==> src/rtl/rapids_pkg.sv <==
// Shared types for the rapids memory arbiter: read-owner encoding and the full byte mask.
package rapids_pkg;

  typedef enum logic [1:0] {
    OWN_NONE = 2'd0,
    OWN_IF   = 2'd1,
    OWN_D    = 2'd2
  } owner_t;

  // Wide enough for data words up to 128 bits; users slice the low DATA_W/8 bits.
  localparam logic [15:0] BE_ALL = 16'hFFFF;

endpackage

==> src/rtl/rapids_mem_arbiter.sv <==
// Single-port memory arbiter between instruction fetch and the data port.
// Data wins by default; a saturating starvation counter forces fetch through.
module rapids_mem_arbiter
  import rapids_pkg::*;
#(
  parameter int unsigned ADDR_W     = 16,
  parameter int unsigned DATA_W     = 32,
  parameter int unsigned MAX_STARVE = 4
) (
  input  logic                clk,
  input  logic                reset_n,
  input  logic                halt,
  input  logic                if_req,
  input  logic [ADDR_W-1:0]   if_addr,
  output logic                if_gnt,
  output logic                if_rvalid,
  output logic [DATA_W-1:0]   if_rdata,
  input  logic                d_req,
  input  logic                d_we,
  input  logic [ADDR_W-1:0]   d_addr,
  input  logic [DATA_W-1:0]   d_wdata,
  input  logic [DATA_W/8-1:0] d_be,
  output logic                d_gnt,
  output logic                d_rvalid,
  output logic [DATA_W-1:0]   d_rdata,
  output logic                mem_en,
  output logic                mem_we,
  output logic [ADDR_W-1:0]   mem_addr,
  output logic [DATA_W-1:0]   mem_wdata,
  output logic [DATA_W/8-1:0] mem_be,
  input  logic [DATA_W-1:0]   mem_rdata,
  output logic                busy
);

  localparam int unsigned BE_W = DATA_W / 8;
  localparam int unsigned SW   = $clog2(MAX_STARVE + 1);

  owner_t            owner_q, owner_d;
  logic [SW-1:0]     starve_q, starve_d;
  logic [DATA_W-1:0] if_rdata_q, if_rdata_d;
  logic [DATA_W-1:0] d_rdata_q, d_rdata_d;
  logic              grant_ok;

  // reset_n is active-high: no grants are issued while it is asserted.
  assign grant_ok = !halt && !reset_n;

  always_comb begin
    d_gnt  = grant_ok && d_req && (!if_req || (starve_q < SW'(MAX_STARVE)));
    if_gnt = grant_ok && if_req && !d_gnt;
  end

  always_comb begin
    mem_en    = 1'b0;
    mem_we    = 1'b0;
    mem_addr  = '0;
    mem_wdata = '0;
    mem_be    = '0;
    if (d_gnt) begin
      mem_en    = 1'b1;
      mem_we    = d_we;
      mem_addr  = d_addr;
      mem_wdata = d_wdata;
      mem_be    = d_be;
    end else if (if_gnt) begin
      mem_en    = 1'b1;
      mem_addr  = if_addr;
      mem_be    = BE_ALL[BE_W-1:0];
    end
  end

  always_comb begin
    owner_d = OWN_NONE;
    if (if_gnt) begin
      owner_d = OWN_IF;
    end else if (d_gnt && !d_we) begin
      owner_d = OWN_D;
    end

    starve_d = starve_q;
    if (!halt) begin
      if (!if_req || if_gnt) begin
        starve_d = '0;
      end else if (d_gnt && (starve_q < SW'(MAX_STARVE))) begin
        starve_d = starve_q + SW'(1);
      end
    end
  end

  // Read data is forwarded in the rvalid cycle and held afterwards from the capture register.
  always_comb begin
    if_rvalid  = (owner_q == OWN_IF);
    d_rvalid   = (owner_q == OWN_D);
    if_rdata_d = if_rvalid ? mem_rdata : if_rdata_q;
    d_rdata_d  = d_rvalid ? mem_rdata : d_rdata_q;
    if_rdata   = if_rdata_d;
    d_rdata    = d_rdata_d;
    busy       = (owner_q != OWN_NONE);
  end

  always_ff @(posedge clk or posedge reset_n) begin
    if (reset_n) begin
      owner_q    <= OWN_NONE;
      starve_q   <= '0;
      if_rdata_q <= '0;
      d_rdata_q  <= '0;
    end else begin
      owner_q    <= owner_d;
      starve_q   <= starve_d;
      if_rdata_q <= if_rdata_d;
      d_rdata_q  <= d_rdata_d;
    end
  end

endmodule
==> config.mk <==
export PLATFORM = sky130hd
export DESIGN_NAME = rapids_mem_arbiter
export DESIGN_NICKNAME = d
export VERILOG_FILES = /design/src/rtl/rapids_pkg.sv /design/src/rtl/rapids_mem_arbiter.sv
export SDC_FILE = /design/constraint.sdc
export NUM_CORES = 1
export LEC_CHECK = 0
export ABC_AREA = 1
export CORE_MARGIN = 2
export CORE_UTILIZATION = 36
export CTS_BUF_LIST = sky130_fd_sc_hd__clkbuf_8
export CTS_CLUSTER_DIAMETER = 60
export DETAILED_ROUTE_END_ITERATION = 12
export PLACE_DENSITY = 0.84
export SYNTH_ARGS = -nofsm -noshare
export SYNTH_HDL_FRONTEND = slang
export SYNTH_SLANG_ARGS = --single-unit
==> constraint.sdc <==
create_clock -name clk -period 3.12 [get_ports clk]
set_input_delay 0.624 -clock clk [delete_from_list [all_inputs] [get_ports clk]]
set_output_delay 0.624 -clock clk [all_outputs]
set_load 0.02 [all_outputs]
# Yosys cells after proc, flatten, opt, wreduce, memory -nomap -nowiden
# Index checks and enable logic that the tools add are counted.
dict set report totals {
  regBits 69
  wordCells 40
}
dict set report classes {
  add_sub_neg 1
  n_lt_le_gt_ge 1
  eq_ne 2
  n_mux 14
  bitwise_logic 1
  n_reduce_logical 17
}
# op n
set op_table {}
lappend op_table {{32-bit 2-to-1 mux} 3}
lappend op_table {{16-bit 2-to-1 mux} 2}
lappend op_table {{4-bit 2-to-1 mux} 2}
lappend op_table {{1-bit logical AND} 7}
lappend op_table {{3-bit 2-to-1 mux} 2}
lappend op_table {{1-bit logical NOT} 5}
lappend op_table {{2-bit 2-to-1 mux} 2}
lappend op_table {{2-bit nonzero test} 2}
lappend op_table {{3-bit by 1-bit adder with 3-bit output (second input constant)} 1}
lappend op_table {{3-bit less-than comparator (second input constant)} 1}
lappend op_table {{1-bit 2-to-1 mux} 3}
lappend op_table {{2-bit by 1-bit equality test with 1-bit output (second input constant)} 1}
lappend op_table {{2-bit equality test (second input constant)} 1}
lappend op_table {{1-bit logical OR} 2}
lappend op_table {{2-bit AND reduction} 1}
lappend op_table {{1-bit inverter} 1}

# Depth between registers and ports, before layout
# Gate-level depths: netlist of the first run.
dict set report logic_depth {
  word_depth 9
  depth_mapped 8
  depth_no_buf 7
}

# Worst setup path after synthesis of the first run
# Ideal clock, no wire load.
dict set report synth_path {
  path_type {in2out}
  startpoint {input reset_n}
  endpoint {output mem_addr[10]}
  t_arrival_ns 2.289
  slack_ns 0.207
  stages 8
  path_cell_list {inv_2 -> nand2_1 -> nor2_2 -> nand2_4 -> inv_4 -> buf_6 -> nand2_1 -> nand2_1}
}
dict set report synth_via {
  elab_chain_len 8
}
# item line
set synth_rtl {}
lappend synth_rtl {{start, declared} rapids_mem_arbiter.sv:11} ;# input logic reset_n,
lappend synth_rtl {{1-bit logical NOT (no line) (*)} n/a}
lappend synth_rtl {{1-bit logical AND (*)} rapids_mem_arbiter.sv:45} ;# assign grant_ok = !halt && !reset_n;
lappend synth_rtl {{1-bit logical AND (2 in a row)} rapids_mem_arbiter.sv:48} ;# d_gnt = grant_ok && d_req && (!if_req || (starve_q < SW'(MAX_STARVE)));
lappend synth_rtl {{1-bit logical NOT} rapids_mem_arbiter.sv:49} ;# if_gnt = grant_ok && if_req && !d_gnt;
lappend synth_rtl {{1-bit logical AND (*)} rapids_mem_arbiter.sv:49}
lappend synth_rtl {{named net if_gnt} rapids_mem_arbiter.sv:15} ;# output logic if_gnt,
lappend synth_rtl {{16-bit 2-to-1 mux (*)} rapids_mem_arbiter.sv:64} ;# end else if (if_gnt) begin
lappend synth_rtl {{16-bit 2-to-1 mux (*)} rapids_mem_arbiter.sv:58} ;# if (d_gnt) begin
lappend synth_rtl {{end, declared} rapids_mem_arbiter.sv:28} ;# output logic [ADDR_W-1:0] mem_addr,
# Mark *: on every way through the listed nets, which the timed path passes. The rest lies on a longest branch.

# Worst setup path in the final report of the first run
dict set report layout_path {
  startpoint {input if_req}
  endpoint {output mem_addr[15]}
}
dict set report layout_via {
  elab_chain_len 7
}
# item line
set layout_rtl {}
lappend layout_rtl {{start, declared} rapids_mem_arbiter.sv:13} ;# input logic if_req,
lappend layout_rtl {{1-bit logical NOT} rapids_mem_arbiter.sv:48}
lappend layout_rtl {{1-bit logical OR} rapids_mem_arbiter.sv:48}
lappend layout_rtl {{1-bit logical AND} rapids_mem_arbiter.sv:48}
lappend layout_rtl {{1-bit logical NOT} rapids_mem_arbiter.sv:49}
lappend layout_rtl {{1-bit logical AND} rapids_mem_arbiter.sv:49}
lappend layout_rtl {{16-bit 2-to-1 mux} rapids_mem_arbiter.sv:64}
lappend layout_rtl {{16-bit 2-to-1 mux (*)} rapids_mem_arbiter.sv:58}
# Mark *: on every way between the ends. The rest lies on a longest branch, timed or not.

==> qor.csv, run 1 <==
stage;metric;value;unit
status;status;complete, no violations;
power;worst_ir_drop_vdd;266;uV
placement;port-buffer-count;228;
synthesis;synthCells;405;
power;leakage;2.98;nW
critical_path;worst-path-buf-inv;3;
placement;dp_cells;728;
synthesis;yosysTopAreaCellShare;54.8;%
floorplanning;num_rows;34;
sta;setup_slack;0.0856;ns
critical_path;path_class;input port to output pin;
cells_and_area;layout.cells.non_filler;744;
hold_path;min_path_type;flop to flop;
critical_path;startpoint_type;input port;
clocking;htree_levels;3;
sta;finClkSkew;0.00977;ns
clocking;cts_tree;built;
run;drv_cap;0;
cells_and_area;fin_area;0.00574;mm2
grt;antenna_found_initial;0;
sta;period_needed;3.03;ns
floorplanning;fp.dieArea;0.00951;mm2
critical_path;worst_setup_path_end_kind;output pin;
critical_path;r2r_end;d_rdata_q[15]$_DFF_PP0_;
route;top_layer;met4;
grt;grt_pass1_vias;3457;
synthesis;yosysWarningCount;0;
floorplanning;die_y;97.5;um
route;vias_per_cell;4.44;
synthesis;syn-cell-area;0.00315;mm2
route;met1_length;3880;um
critical_path;crit_required;2.50;ns
placement;hpwl;7610;um
critical_path;timing.rr.start;owner_q[1]$_DFF_PP0_;
critical_path;worstPathMaxFanout;18;
clocking;path_clk_slew;0.07;ns
floorplanning;initial_core_util;36.6;%
floorplanning;ios;229;
clocking;clock_sinks;69;
cells_and_area;layout_commonest_cell;clkdlybuf4s50_1;
clocking;insertion_delay;0.34;ns
route;drc;0;
cells_and_area;final_layout_size_suffix_gt1_share;5.03;%
synthesis;synth_cell_type_count;19;
route;routed-via-count;3302;
cells_and_area;fin_util;66.8;%
floorplanning;fp.coreArea;0.00859;mm2
clocking;clock_path_buffers;2;
placement;globalplace.congestion;0.779;
sta;setup_viol;0;
route;ant_nets;0;
synthesis;netlist_top_cells_area;dfrtp_1 55%, nand2_1 15%, o21ai_0 11%;
clocking;cts_made_buffers;9;
route;first_iter_violations;95;
critical_path;critPathMostFrequentCell;nand2_1;
route;drt-pass1-iter-count;4;
critical_path;startpoint;if_req;
grt;grt_max_degree;70;
synthesis;syn_nets;512;
critical_path;rrSetupSlack;1.88;ns
cells_and_area;area_growth;82.3;%
placement;post-place-ws;0.0377;ns
critical_path;cp_slowest_stage_delay;0.61;ns
sta;max_freq;330;MHz
cells_and_area;fillers;684;
cells_and_area;num_antenna_cells;0;
critical_path;crit_chain;clkdlybuf4s50_1 -> nand2_1 -> nand3_4 -> nand2_4 -> inv_4 -> nand2_1 -> nand2_1 -> clkdlybuf4s50_1;
sta;tightest_slew;0.874;ns
synthesis;avgSynthCellArea;7.78;um2
grt;grt.overflow.total;0;
sta;final-hold-violation-count;0;
clocking;post-cts-setup-buffers;0;
cells_and_area;final_cell_mix;217 x clkdlybuf4s50_1, 130 x nand2_1, 72 x inv_1;
sta;max_slew_margin;41.7;%
floorplanning;fp.dieW;97.5;um
hold_path;min_path_cells;2;
synthesis;ys_seq_area_share;54.8;%
critical_path;reg2regPathDepth;5;
clocking;cts_root_buffer;clkbuf_8;
cells_and_area;fin_nets;738;
placement;placed_cell_area;0.00554;mm2
synthesis;ys_ff_latch;69;
critical_path;arrival;2.41;ns
grt;grtUsageTotal;20.8;%
power;pwr_density_cell;512;mW/mm2
route;routedWlPerCell;13.2;um
critical_path;cp.depth;8;
synthesis;synth_top_area_cell;dfrtp_1;
route;wirelength;9810;um
sta;whs;0.497;ns
critical_path;critPathSlowestCell;clkdlybuf4s50_1;
sta;slew_viol_final;0;
route;dr_wl_met3;718;um
grt;grt_pass1_wl;16100;um
sta;fin_crit_sh;97.3;%
critical_path;crit_path_end;mem_addr[15];
critical_path;crit_family;buffers and inverters;
route;dr_wl_met2;5130;um
[repair_timing]
action / in CTS / in global routing
hold buffers: 0 / 0
resized for setup: 0 / 13
endpoints found under the setup margin: 0 / 20
[how the worst min path moves through the flow]
stage                                    end                     start
floorplan            starve_q[1]$_DFFE_PP0P_   starve_q[1]$_DFFE_PP0P_
global placement     starve_q[1]$_DFFE_PP0P_   starve_q[1]$_DFFE_PP0P_
detailed placement   if_rdata_q[8]$_DFF_PP0_   if_rdata_q[8]$_DFF_PP0_
CTS                  d_rdata_q[22]$_DFF_PP0_   d_rdata_q[22]$_DFF_PP0_
global route        if_rdata_q[10]$_DFF_PP0_  if_rdata_q[10]$_DFF_PP0_
finish               d_rdata_q[25]$_DFF_PP0_   d_rdata_q[25]$_DFF_PP0_
[stage by stage]
| stage | TNS [ns] | total power [mW] |
|---|---|---|
| after floorplan | 0 | 1.69 |
| after global placement | 0 | 2.29 |
| after detailed placement | 0 | 2.33 |
| after CTS | 0 | 2.98 |
| after global routing | -0.000304 | 3.11 |
| final | 0 | 2.94 |
[layer usage]
metal | track usage [%] | up-vias
li1 | - | 1655
met1 | 24.0 | 1506
met2 | 37.9 | 131
met3 | 6.12 | 10
met4 | 4.81 | 0
met5 | 0 | -
[registers in the layout, indices dropped and copies added, names as in the netlist]
name        count
d_rdata_q      32
if_rdata_q     32
starve_q        3
owner_q         2
[cells by family after synthesis]
group / Yosys count / share of synthesized area (%)
fa+ha+maj: 1 / 0.397
buf+inv: 94 / 12.1
compound gates: 69 / 11.0
simple gates: 172 / 21.6
flops: 69 / 54.8
[worst register-to-register path: cells and delay by family, from the launching register on]
family / cells / cell delay [ns]
flops: 1 / 0.36
buf+inv: 3 / 0.31
simple gates: 1 / 0.12
compound gates: 1 / 0.34
[cells in the mapped netlist]
| cell | number |
|---|---|
| nand3_4 | 1 |
| nor2_2 | 4 |
| buf_2 | 9 |
| ha_1 | 1 |
| buf_6 | 1 |
| inv_4 | 1 |
| nand3_1 | 1 |
| buf_4 | 2 |
| dfrtp_1 | 69 |
| nor2_1 | 34 |
| o21bai_1 | 1 |
| nand2_1 | 130 |
| o21ai_0 | 67 |
| inv_1 | 71 |
| nand2_4 | 1 |
| or2_2 | 1 |
| clkbuf_1 | 6 |
| a21oi_1 | 1 |
| inv_2 | 4 |
[report_power, final]
part | switching, mW | internal, mW
Clock | 0.332 | 0.308
Sequential | 0.0525 | 1.08
Combinational | 0.601 | 0.563
[cell type report]
type	count	area (um2)	area share (%)
Tap cell	108	135	2.35
Timing Repair Buffer	233	2370	41.3
Multi-Input combinational cell	242	1040	18.1
Clock inverter	6	38.8	0.676
Inverter	76	290	5.06
Clock buffer	10	138	2.40
Sequential cell	69	1730	30.1
Power figures use the tool's default switching activity.
==> inputs of run 2 (changes only) <==
Settings changed: CELL_PAD_IN_SITES_DETAIL_PLACEMENT from default to 1, CELL_PAD_IN_SITES_GLOBAL_PLACEMENT from default to 2, CORE_MARGIN 2 to 1, CORE_UTILIZATION 36 to 17, GPL_TIMING_DRIVEN from default to 1, PLACE_DENSITY 0.84 to default, PLACE_DENSITY_LB_ADDON from default to 0.1.
==> run 2 against run 1 <==
- the flow now finishes with violations (DRC)
- via count is 2.0% higher
- clock skew is 0.0017 ns higher
- utilization is 34 points lower
- power is 1.1% higher
- critical path depth is 2 lower
- fmax is 0.51% higher
- hold slack better by 0.0051 ns
- critical endpoint is now mem_wdata[17]
==> qor.csv, run 2 (synthesis results as in run 1) <==
stage;metric;value;unit
status;status;finished with violations;
status;violations;DRC;
sta;final-hold-violation-count;0;
route;first_iter_violations;102;
grt;grt_pass1_vias;3632;
cells_and_area;layout.cells.non_filler;866;
clocking;clock_path_buffers;2;
floorplanning;die_y;138;um
critical_path;crit_required;2.50;ns
sta;finClkSkew;0.0115;ns
grt;grt.overflow.total;0;
hold_path;holdPathEnd;if_rdata_q[30]$_DFF_PP0_;
critical_path;rrSetupSlack;1.81;ns
grt;grt_pass1_wl;19400;um
sta;setup_tns;0;ns
clocking;clock_sinks;69;
placement;dp_cells;850;
power;worst_ir_drop_vdd;143;uV
cells_and_area;fin_area;0.00594;mm2
cells_and_area;fillers;2117;
floorplanning;ios;229;
critical_path;worstPathMaxFanout;31;
critical_path;startpoint_type;input port;
critical_path;timing.rr.start;owner_q[1]$_DFF_PP0_;
power;pwr_density_cell;501;mW/mm2
sta;whs;0.502;ns
route;ant_nets;0;
cells_and_area;layout_commonest_cell;clkdlybuf4s50_1;
cells_and_area;final_cell_mix;185 x clkdlybuf4s50_1, 130 x nand2_1, 73 x inv_1;
cells_and_area;area_growth;88.5;%
route;drt-pass1-iter-count;8;
placement;hpwl;9100;um
power;leakage;3.43;nW
cells_and_area;final_layout_size_suffix_gt1_share;5.02;%
route;drc;12;
hold_path;min_path_type;flop to flop;
floorplanning;num_rows;49;
floorplanning;fp.coreArea;0.0181;mm2
cells_and_area;multi_input_area;0.00104;mm2
sta;setup_slack;0.101;ns
sta;max_freq;331;MHz
critical_path;worst_setup_path_end_kind;output pin;
clocking;htree_levels;3;
clocking;cts_root_buffer;clkbuf_8;
cells_and_area;fin_nets;739;
placement;post-place-ws;-0.0568;ns
clocking;path_clk_slew;0.08;ns
placement;port-buffer-count;228;
floorplanning;fp.dieArea;0.0191;mm2
critical_path;reg2regPathDepth;5;
critical_path;arrival;2.39;ns
sta;max_slew_margin;38.5;%
run;drv_cap;0;
hold_path;min_path_cells;2;
clocking;cts_hold_buf;0;
grt;antenna_found_initial;0;
critical_path;r2r_end;d_rdata_q[16]$_DFF_PP0_;
route;routedWlPerCell;13.9;um
grt;grtUsageTotal;13.0;%
cells_and_area;seqCellArea;0.00173;mm2
clocking;cts_made_buffers;9;
sta;tightest_slew;0.922;ns
sta;slew_viol_final;0;
route;routed-via-count;3368;
floorplanning;initial_core_util;17.4;%
cells_and_area;reg.largest.list;d_rdata_q x32, if_rdata_q x32, starve_q x3;
sta;setup_viol;0;
sta;rsz0062_at_grt;no;
placement;placed_cell_area;0.00567;mm2
route;wirelength;12000;um
critical_path;path_class;input port to output pin;
cells_and_area;num_antenna_cells;0;
route;vias_per_cell;3.89;
clocking;cts_tree;built;
placement;globalplace.congestion;0.755;
clocking;insertion_delay;0.35;ns
grt;grt_max_degree;70;
sta;period_needed;3.02;ns
hold_path;holdCritStartpoint;if_rdata_q[30]$_DFF_PP0_;
floorplanning;fp.dieW;138;um
sta;fin_crit_sh;96.8;%
-- run 2: worst max-delay path by stage --
stage | startpoint | endpoint | slack, ns | cells past startpoint
after floorplan | reset_n | mem_addr[10] | 0.21 | 8
after global placement | if_req | mem_be[2] | -0.006 | 7
after detailed placement | reset_n | mem_addr[8] | -0.06 | 7
after CTS | reset_n | mem_wdata[30] | 0.007 | 6
after global routing | reset_n | mem_wdata[6] | 0.01 | 6
final | reset_n | mem_wdata[17] | 0.10 | 6
-- run 2: per-stage QoR --
| step | power, mW | util [%] |
|---|---|---|
| after floorplan | 1.69 | - |
| after global placement | 2.33 | 31.3 |
| after detailed placement | 2.35 | 31.3 |
| after CTS | 3.04 | 32.3 |
| after global routing | 3.17 | 32.8 |
| final | 2.97 | 32.8 |
-- run 2: final cells by class --
| class | count | share of cell area [%] |
|---|---|---|
| clock buffers | 11 | 2.55 |
| clock inverters | 5 | 0.464 |
| inverters | 76 | 4.97 |
| multi-input cells | 242 | 17.5 |
| flip-flops and latches | 69 | 29.1 |
| well taps | 229 | 4.83 |
| repair buffers | 234 | 40.6 |
-- run 2: critical path: stages --
cell and delay, ns:
clkdlybuf4s50_1 0.48, nor2_2 0.18, nand3_4 0.15, buf_6 0.22, nor2_1 0.11, clkdlybuf4s50_1 0.61
-- run 2: power breakdown --
group | switching, mW | internal, mW
Combinational | 0.615 | 0.556
Sequential | 0.0517 | 1.08
Clock | 0.341 | 0.325
-- run 2: layer usage --
metal,vias up,part of all wire [%],global-route usage [%]
met3,10,12,6.82
met4,0,1.2,4.44
met5,-,0,0
li1,1655,-,-
met2,153,48,21.7
met1,1550,39,14.0
-- run 2: repair_timing --
action                     4_1_cts  5_1_grt
resized for setup               10       37
setup endpoints to repair       20       41
setup buffers                    0        0
==> variant 1, RTL diff (settings of run 2) <==
The parameter `DATA_W` goes from 32 to 16.
--- a/src/rtl/rapids_mem_arbiter.sv
+++ b/src/rtl/rapids_mem_arbiter.sv
@@ -5,5 +5,5 @@
 #(
   parameter int unsigned ADDR_W     = 16,
-  parameter int unsigned DATA_W     = 32,
+  parameter int unsigned DATA_W     = 16,
   parameter int unsigned MAX_STARVE = 4
 ) (
Interface: changed (7 resized); port bits go from 229 to 145. The function was not compared with the original's and may differ.
==> variant 1 against run 2 <==
Critical path depth rose by 2; global-route usage fell by 0.98 points; power fell by 45%; worst setup slack gained 0.019 ns; routed wire length is 45% lower; clock skew fell by 0.0036 ns; highest routed layer unchanged; worst hold slack worse by 0.0040 ns; largest power group unchanged; area after synthesis fell by 41%; sequential power down 46%; combinational power down 42%; count of clock-buffer cells in the layout decreased by 5; sequential cell count down 32; first-iteration DRC count fell by 75%; final area fell by 39%.
==> variant 1: results (changes against run 2) <==
[worst_setup_path]
rr_endpoint = if_rdata_q[15]
cp-startpoint = if_req

[global_routing]
grt_start_max_net_pins = 38  ; -46%
grt_pass1_wl_mm = 10.70  ; -45%
grt_pass1_vias = 2197  ; -40%
track_usage_pct = 12.00  ; -0.98 points

[yosys]
synth_common_cells = 92 x nand2_1, 42 x inv_1, 37 x dfrtp_1
syn_nets = 325  ; -37%
synth_area_leaders = dfrtp_1 50%, nand2_1 19%, o21ai_0 8.6%
yosysSeqAreaShare_pct = 49.73  ; -5.1 points
synth_compound_area_share_pct = 9.274  ; -1.8 points
yosysUniqueCellTypes = 20  ; +1
synthAdderAreaFrac_pct = 0.6720  ; +0.27 points

[final_layout]
final_nets = 475  ; -36%
drive_above_1_share_pct = 6.468  ; +1.4 points
nFillCells = 1257  ; -41%
num_antenna_cells = 0  ; unchanged
top_regs = d_rdata_q (16), if_rdata_q (16), starve_q (3)

[place]
place_ws_ns = 0.01193  ; +0.06868 ns
detailed_place_hpwl_mm = 4.995  ; -45%
gp_congestion = 0.6568  ; -13%

[power_and_ir_drop]
vdd_ir_drop_max_mv = 0.1589  ; +11%
leakage_nw = 1.982  ; -42%

[drt]
vias_per_cell = 3.862  ; -0.69%
drt-total-wl_mm = 6.609  ; -45%
drt_iter0_markers = 26  ; -75%
dr.pass1.iters = 4  ; -4

[cts]
numCtsBuffers = 5  ; -4
clock_latency_ns = 0.29  ; -0.06 ns
htreeDepth = 2  ; -1

[timing]
tightestPinTransition_ns = 0.8341  ; -0.08842 ns
max_freq_mhz = 333.4  ; +0.65%
fin_skew_ns = 0.007890  ; -0.003615 ns

[outcome]
outcome = complete, no violations

[hold_path]
min_to = if_rdata_q[5]

[variant 1: changes by cell type after synthesis, sizes merged]
cell    before  now
o21ai       67   32
nand2      131   98
dfrtp       69   37
inv         76   44
nor2        38   25
buf         12    8
clkbuf       6    2
nand4        0    1
or2          1    0
[variant 1: cells by family after synthesis]
family | after synthesis
adder cells (fa/ha/maj) | 1
buffers and inverters | 54
AND/OR/NAND/NOR | 126
flip-flops | 37
AO/OA/AOI/OAI | 34
[variant 1: power groups by stage]
stage / clock [mW] / sequential, mW / combinational (mW)
CTS: 0.355 / 0.614 / 0.690
floorplan: 0 / 0.615 / 0.314
global route: 0.369 / 0.623 / 0.740
global placement: 0 / 0.619 / 0.679
finish: 0.338 / 0.612 / 0.678
detailed placement: 0 / 0.623 / 0.686
[variant 1: stage by stage]
stage                     cell area (um^2)  hold WS (ns)  util, %  std cells
after global placement                3458        0.4716    33.05        527
after global routing                  3620        0.5296    34.60        538
after detailed placement              3458        0.4868    33.05        527
after CTS                             3545        0.5051    33.88        534
after floorplan                       1862        0.4529        -        252
final                                 3620        0.4979    34.60        538
[variant 1: area by class of cell]
type	count	area share, %
clock buffer	6	2.281
clock inverter	1	0.1037
inverter	44	4.839
multi-input combinational	161	19.08
sequential	37	25.58
tap	136	4.701
timing repair buffer	153	43.42
[variant 1: timing repair]
item | in CTS | in global routing
setup buffers | 0 | 4
setup endpoints to repair | 0 | 18
gates resized for setup | 0 | 20
[variant 1: how the worst max path moves through the flow]
stage,to,depth (start not counted)
3_3_place_gp,mem_addr[9],7
4_1_cts,mem_addr[9],7
6_report,mem_addr[11],8
3_5_place_dp,mem_addr[9],7
2_1_floorplan,d_rdata[10],4
5_1_grt,mem_addr[11],8
[variant 1: critical path, delay by kind of cell]
family        cells  cell delay [ns]
simple gates      5             0.42
buf+inv           3             1.32
[variant 1: per-layer routing]
metal | routed length [um] | global-route usage, %
met3 | 810 | 5.836
met4 | 87 | 3.816
met2 | 2996 | 19.77
met5 | 0 | 0
met1 | 2714 | 13.56
==> variant 2, RTL diff (config.mk and constraints of run 2) <==
Made on the original files. Re-encode `owner_t` (3 values) as one-hot, 3 bits wide.
--- a/src/rtl/rapids_pkg.sv
+++ b/src/rtl/rapids_pkg.sv
@@ -2,8 +2,8 @@
 package rapids_pkg;
 
-  typedef enum logic [1:0] {
-    OWN_NONE = 2'd0,
-    OWN_IF   = 2'd1,
-    OWN_D    = 2'd2
+  typedef enum logic [2:0] {
+    OWN_NONE = 3'b001,
+    OWN_IF   = 3'b010,
+    OWN_D    = 3'b100
   } owner_t;
 
Check against the original RTL: no difference found for any inputs over 10 cycles, from zero or initial values and one cycle with reset_n high; not proved beyond that.
==> variant 2 against run 2 <==
Worst setup slack got worse by 0.017 ns; clock skew fell by 0.0043 ns; cell count is 0.69% higher; area after synthesis grew 2.3%; first-iteration DRC count down 44%; routed wire length grew 3.8%; power grew 18%; fmax decreased by 0.56%; non-clock buffer count is 3 higher; sequential power grew 8%; sequential cell count increased by 1; combinational power increased by 24%; final area grew 2.0%; critical path type unchanged; critical endpoint is now mem_wdata[20]; highest routed layer unchanged.
==> variant 2: results (changes against run 2) <==
[outcome]
outcome = complete, no violations

[floorplan]
die-area_um2 = 19510  ; +2.3%

[drt]
wl_met1_mm = 5.143  ; +11%
drt_iter0_markers = 57  ; -44%
dr_wl_met3_mm = 1.199  ; -19%
dr.pass1.iters = 4  ; -4
met2_length_mm = 5.894  ; +2.4%
vias = 3405  ; +1.1%

[yosys]
ys_ff_latch = 70  ; +1.4%
synth_area_leaders = dfrtp_1 54%, nand2_1 15%, o21ai_0 11%
yosysSeqAreaShare_pct = 54.39  ; -0.44 points
avgSynthCellArea_um2 = 7.842  ; +0.85%
syn_nets = 518  ; +1.2%

[hold_path]
hold_path_startpoint = d_rdata_q[20]
min_to = d_rdata_q[20]

[power_and_ir_drop]
sw_frac_of_total_pct = 34.13  ; +0.21 points
comb_power_share_pct = 41.4  ; +2.0 points

[final_layout]
inv_count = 77  ; +1.3%
seqAreaFraction_pct = 28.93  ; -0.15 points
multi_input_cells = 243  ; +0.41%
clock_buffers = 10  ; -1
final_nets = 745  ; +0.81%

[global_routing]
use_met2_pct = 21.61  ; -0.092 points
met3_usage_pct = 5.334  ; -1.5 points
track_usage_pct = 13.18  ; +0.20 points
grt_start_max_net_pins = 71  ; +1.4%

[place]
detailed_place_hpwl_mm = 9.585  ; +5.3%
place_ws_ns = 0.03928  ; +0.09604 ns
placed_area_um2 = 5754  ; +1.5%

[worst_setup_path]
cp_max_fo = 32  ; +3.2%

[timing]
fin_skew_ns = 0.007180  ; -0.004325 ns

-- variant 2: cell types whose count changed in the layout (fill, tap and decap cells not counted), moves of 2 or more --
cell and change:
buf_12 +2, buf_4 +2, bufinv_16 +2, clkdlybuf4s50_1 +12
clkinv_4 +2, clkinvlp_4 -2, dlygate4sd2_1 -8, dlymetal6s2s_1 -4
inv_2 -2, nand2_1 -3, nand2_2 +3, nand3_2 +3
nor2_2 -3
-- variant 2: how the worst max path moves through the flow --
stage	cells after the start	to	slack [ns]
after global routing	7	mem_addr[6]	-0.02
after detailed placement	6	mem_wdata[21]	0.04
after CTS	6	mem_wdata[21]	0.04
after global placement	6	mem_wdata[21]	0.05
final	6	mem_wdata[20]	0.08
after floorplan	8	mem_addr[10]	0.21
-- variant 2: what timing repair did --
item                                    CTS  global route
endpoints found under the setup margin    0            42
hold buffers                              0             0
gates resized for setup                   0            32
